$ cat config.mk
export PLATFORM = sky130hd
export DESIGN_NAME = sap2_ctrl
export DESIGN_NICKNAME = d
export VERILOG_FILES = /design/src/rtl/sap2_ctrl.sv
export SDC_FILE = /design/constraint.sdc
export NUM_CORES = 1
export LEC_CHECK = 0
export CAP_MARGIN = 20
export CORE_MARGIN = 3
export CORE_UTILIZATION = 30
export CTS_BUF_LIST = sky130_fd_sc_hd__clkbuf_4
export DETAILED_ROUTE_END_ITERATION = 8
export PLACE_DENSITY = 0.6
export SKIP_CTS_REPAIR_TIMING = 1
export SLEW_MARGIN = 20
export SYNTH_ARGS = -nofsm -noshare
export SYNTH_HDL_FRONTEND = slang
export SYNTH_SLANG_ARGS = --single-unit
export TNS_END_PERCENT = 30
$ cat constraint.sdc
create_clock -name clk -period 2.4 [get_ports clk]
set_input_delay 0.48 -clock clk [delete_from_list [all_inputs] [get_ports clk]]
set_output_delay 0.48 -clock clk [all_outputs]
set_load 0.01 [all_outputs]
$ cat src/rtl/sap2_ctrl.sv
`timescale 1ns/1ps
// Hardwired control sequencer for SAP-2-mini: six-state one-hot ring plus opcode/flag decode to a 30-bit control word.
// Latency: con is combinational from state, i and flags; hlt is registered, set by the edge leaving T3 of HLT.
// Backpressure: none; the ring advances every edge unless halted or in the first edge after reset release.
module sap2_ctrl (
  input  logic        clk,
  input  logic        clr,
  input  logic        am,
  input  logic        az,
  input  logic        xm,
  input  logic        xz,
  input  logic [7:0]  i,
  output logic [29:0] con,
  output logic        hlt
);

  localparam logic [5:0] T1 = 6'b000001;

  // control word bit positions
  localparam int B_CP = 29, B_EP = 28, B_LP = 27, B_LM = 26, B_ER = 25, B_WR = 24;
  localparam int B_LI = 23, B_EI = 22, B_LA = 21, B_EA = 20, B_LB = 19, B_EB = 18;
  localparam int B_LX = 17, B_EX = 16, B_IX = 15, B_DX = 14, B_EU = 13;
  localparam int B_LT = 8,  B_ET = 7,  B_LO = 6,  B_EN = 5,  B_CA = 4;

  logic [5:0]  sc_q, sc_d;
  logic        run_q;
  logic        hlt_q, hlt_d;
  logic [29:0] con_d;
  logic [3:0]  op;
  logic [3:0]  sub;
  logic        jmp_take;

  assign op  = i[7:4];
  assign sub = i[3:0];

  // State register: ring position, post-reset hold flag and sticky halt
  always_ff @(posedge clk or negedge clr) begin
    if (!clr) begin
      sc_q  <= T1;
      run_q <= 1'b0;
      hlt_q <= 1'b0;
    end else begin
      sc_q  <= sc_d;
      run_q <= 1'b1;
      hlt_q <= hlt_d;
    end
  end

  // Next state: rotate the ring unless holding after reset or halted; HLT latches at the end of T3
  always_comb begin
    sc_d  = sc_q;
    hlt_d = hlt_q;
    if (run_q && !hlt_q) begin
      sc_d = {sc_q[4:0], sc_q[5]};
      if (sc_q[2] && (i == 8'hFF)) hlt_d = 1'b1;
    end
  end

  // Output decode: fetch in T1/T2, opcode-specific execute steps in T3..T6
  always_comb begin
    con_d    = '0;
    jmp_take = 1'b0;
    case (op)
      4'h6:    jmp_take = 1'b1;
      4'h7:    jmp_take = am;
      4'h8:    jmp_take = az;
      4'h9:    jmp_take = xm;
      4'hA:    jmp_take = xz;
      default: jmp_take = 1'b0;
    endcase
    if (clr && !hlt_q) begin
      if (sc_q[0]) begin
        con_d[B_EP] = 1'b1; con_d[B_LM] = 1'b1;
      end else if (sc_q[1]) begin
        con_d[B_CP] = 1'b1; con_d[B_ER] = 1'b1; con_d[B_LI] = 1'b1;
      end else begin
        case (op)
          4'h0, 4'h1, 4'h2, 4'h3, 4'h4, 4'h5: begin
            if (sc_q[2]) begin
              con_d[B_EI] = 1'b1; con_d[B_LM] = 1'b1;
            end
            if (sc_q[3]) begin
              con_d[B_ER] = (op != 4'h3);
              con_d[B_EA] = (op == 4'h3);
              con_d[B_WR] = (op == 4'h3);
              con_d[B_LA] = (op == 4'h0);
              con_d[B_LB] = (op == 4'h1) || (op == 4'h2) || (op == 4'h4);
              con_d[B_LX] = (op == 4'h5);
            end
            if (sc_q[4] && (op == 4'h1 || op == 4'h2)) begin
              con_d[B_EU] = 1'b1; con_d[B_LA] = 1'b1;
              con_d[12:9] = (op == 4'h2) ? 4'd1 : 4'd0;
            end
          end
          4'h6, 4'h7, 4'h8, 4'h9, 4'hA: begin
            if (sc_q[2] && jmp_take) begin
              con_d[B_EI] = 1'b1; con_d[B_LP] = 1'b1;
            end
          end
          4'hB: begin
            if (sc_q[2]) begin con_d[B_EI] = 1'b1; con_d[B_LM] = 1'b1; end
            if (sc_q[3]) begin con_d[B_EP] = 1'b1; con_d[B_WR] = 1'b1; end
            if (sc_q[4]) begin con_d[B_EI] = 1'b1; con_d[B_LP] = 1'b1; end
            if (sc_q[5]) con_d[B_CP] = 1'b1;
          end
          4'hF: begin
            if (sc_q[2]) begin
              case (sub)
                4'h1: con_d[B_CA] = 1'b1;
                4'h2: begin con_d[B_EA] = 1'b1; con_d[B_LT] = 1'b1; end
                4'h3: con_d[B_DX] = 1'b1;
                4'h4: con_d[B_IX] = 1'b1;
                // ALU sub-opcodes 5..B map onto ALU ops 2..8
                4'h5, 4'h6, 4'h7, 4'h8, 4'h9, 4'hA, 4'hB: begin
                  con_d[B_EU] = 1'b1;
                  con_d[12:9] = sub - 4'd3;
                  con_d[B_LB] = (sub == 4'h6);
                  con_d[B_LA] = (sub != 4'h6);
                end
                4'hC: begin con_d[B_EB] = 1'b1; con_d[B_LA] = 1'b1; end
                4'hD: begin con_d[B_EN] = 1'b1; con_d[B_LA] = 1'b1; end
                4'hE: begin con_d[B_EA] = 1'b1; con_d[B_LO] = 1'b1; end
                default: con_d = '0;
              endcase
            end
            if (sc_q[3] && sub == 4'h2) begin con_d[B_EX] = 1'b1; con_d[B_LA] = 1'b1; end
            if (sc_q[4] && sub == 4'h2) begin con_d[B_ET] = 1'b1; con_d[B_LX] = 1'b1; end
          end
          default: con_d = '0;
        endcase
      end
    end
  end

  assign con = con_d;
  assign hlt = hlt_q;

endmodule

==> results of run 1 <==
-- worst reg2reg max path, delay by kind of cell (launching register included) --
| family | cells | cell delay, ns |
|---|---|---|
| muxes | 1 | 0.38 |
| and+or+nand+nor | 1 | 0.30 |
| DFF | 1 | 0.35 |
| buffers and inverters | 1 | 0.13 |
-- sequential cells by signal, summed over array words and instances (netlist names) --
register and count:
hlt 1, run_q 1, sc_q 6
-- metrics by stage --
stage | cells | power (mW) | hold slack, ns | util | setup WS, ns
floorplan | 136 | 0.207 | 0.184 | - | 0.344
global placement | 245 | 0.274 | 0.502 | 0.542 | -0.646
detailed placement | 245 | 0.277 | 0.510 | 0.542 | -0.671
CTS | 249 | 0.400 | 0.523 | 0.552 | -0.675
global route | 254 | 0.442 | 0.187 | 0.586 | -0.192
finish | 254 | 0.416 | 0.183 | 0.586 | -0.107
-- cells by family (layout without fill, tap and decap cells) --
group           after synthesis  in the layout  synth area share
simple gates                 59             59             0.343
xor+xnor                      4              4            0.0335
compound gates               31             31             0.223
buf+inv                      19             93            0.0908
mux                           6              6            0.0621
other cells                   2              5           0.00717
fa+ha+maj                     4              4            0.0478
flops                         8              8             0.192
-- Yosys cell counts (all sizes together), types with 3 or more instances --
library cell  number
nor3              11
buf                9
nor2               9
a21oi              8
dfrtp              7
inv                7
nand2              7
and2               6
nand2b             5
o21ai              5
ha                 4
mux2               4
nand3              4
nor2b              4
a2bb2oi            3
a31oi              3
and3               3
clkbuf             3
nand4b             3
xor2               3
-- report_power, final --
part | total [mW] | internal, mW | switching (mW)
sequential | 0.136 | 0.136 | 0.000455
combinational | 0.159 | 0.0817 | 0.0770
clock | 0.121 | 0.0749 | 0.0457
total | 0.416 | 0.292 | 0.123
-- final timing paths --
kind / startpoint / to / slack (ns) / cells past startpoint
min: clr / sc_q[4]$_DFFE_PN0P_ / 0.18 / 2
min in group clk: run_q$_DFF_PN0_ / hlt$_DFFE_PN0P_ / 0.52 / 1
max in group asynchronous: clr / sc_q[0]$_DFFE_PN1P_ / 2.00 / 2
max reg2reg: hlt$_DFFE_PN0P_ / sc_q[1]$_DFFE_PN0P_ / 1.12 / 3
max: sc_q[1]$_DFFE_PN0P_ / con[10] / -0.11 / 8
min reg2reg: run_q$_DFF_PN0_ / hlt$_DFFE_PN0P_ / 0.52 / 1
-- metal layers --
metal	GRT usage	part of all wire	wire, um	vias to the layer above
met4	0.0233	0.0039	14	0
li1	-	-	-	632
met1	0.221	0.47	1660	573
met5	0	0	0	-
met3	0.0173	0.046	162	2
met2	0.258	0.48	1720	34
-- cell type report --
class / count / area (um2)
Multi-Input combinational cell: 109 / 870
Tap cell: 44 / 55.1
Sequential cell: 8 / 203
Timing Repair Buffer: 82 / 678
Clock buffer: 4 / 30.0
Fill cell: 303 / 1320
Inverter: 7 / 26.3
==> impl_metrics.py, run 1 <==
metrics = {
    "setup_path": {
        "crit_family": "simple AND/OR/NAND/NOR gates",
        "cp_slowest_cell": "or4b_4",
        "worstPathRequired_ns": 1.92,
        "path_buf_inv": 4,
        "start_kind": "register",
        "crit_type": "register to output pin",
        "cp_slowest_stage_delay_ns": 0.52,
        "crit_path_cell_trace": "or4b_4, buf_8, nor3_4, buf_4, buf_6, nand2b_4, nor2_1, buf_2",
        "crit_fanout": 5,
        "cp.arrival_ns": 2.03,
        "endpoint_kind": "output pin",
    },
    "detailed_routing": {
        "wirelength_um": 3550,
        "wire_per_inst_um": 14.0,
        "drc": 0,
        "drt_iter0_drc": 51,
        "num_vias": 1241,
        "antenna_left": 0,
        "avgViaCountPerCell": 4.89,
        "firstDrtPassIters": 5,
    },
    "place": {
        "gp_congestion": 0.838,
        "place_area_um2": 1720,
        "portBuffers": 40,
        "place_hpwl_um": 2630,
    },
    "global_route": {
        "antenna_found_initial": 0,
        "grt_pass1_vias": 1220,
        "grt_pass1_wl_um": 5430,
        "grt_max_degree": 11,
        "grt_overflow": 0,
        "track_usage": 0.156,
    },
    "clock_network": {
        "cts.clk_slew.worst_paths_ns": 0.06,
        "cts_max_level": 1,
        "cts_tree": "yes",
        "cts-root-buf": "clkbuf_4",
        "clockBufferDepth": 2,
        "cts.sinks": 8,
        "worstSkewPairLatency_ns": 0.25,
        "cts_buffers": 3,
    },
    "flow_run": {
        "cap_violations": 0,
    },
    "sta": {
        "setup_viol_count_final": 5,
        "fmax_ghz": 0.399,
        "fin_tns_setup_ns": -0.407,
        "fin_worst_skew_ns": 0.00519,
        "period_share": 1.04,
        "hold_violations": 0,
        "rsz0062_at_grt": "true",
        "final.min_clock_period_ns": 2.51,
        "fin_ws_ns": -0.107,
        "maxSlewViolCount": 0,
    },
    "floorplan": {
        "fp.dieArea_um2": 4240,
        "die_y_um": 65.1,
        "core_um2": 3180,
        "start_util": 0.330,
        "fp-row-count": 20,
        "ioPinCount": 45,
        "die_w_um": 65.1,
    },
    "synth": {
        "syn_area_um2": 1050,
        "synth_edf_count": 0,
        "yosysWarnings": 0,
        "yosys.area.top_type": "dfrtp_1",
        "syn-mean-instance-area_um2": 7.87,
        "synth-seq-cells": 8,
        "synth_flop_cell": "dfrtp_1",
        "postSynthCellCount": 133,
        "synth.distinct_cells": 48,
        "yosys-top-cells-area": "dfrtp_1 17%, ha_1 4.8%, mux2_2 4.3%",
        "yosysSeqAreaShare": 0.192,
        "synth_top_area_share": 0.167,
        "synthArstFlopShare": 1.00,
    },
    "outcome": {
        "violations": "negative setup slack",
        "outcome": "complete, but fails checks",
    },
    "finish": {
        "final_common_cell": "buf_4",
        "most-common-layout-cells": "40 x buf_4, 15 x buf_2, 14 x dlymetal6s2s_1, 8 x clkdlybuf4s50_1",
        "nNetsFinal": 229,
        "syn_to_final_growth_pct": 77.8,
        "layout-drive-gt1-share": 0.467,
        "final_area_um2": 1860,
        "antennaDiodeCount": 0,
    },
    "hold_path": {
        "hold_class": "input pin to async pin",
    },
    "power_and_ir_drop": {
        "p_leak_nw": 1.01,
        "power_density_nw_per_um2": 223,
        "ir_drop_mv": 0.235,
    },
}
Note: power is estimated with default switching activity, not from simulation.
==> run 2: changes to the inputs <==
CTS_CLUSTER_SIZE = 40   (was not set)
==> results of run 2 <==
Final layout, timing and power as in run 1 (identical DEF).
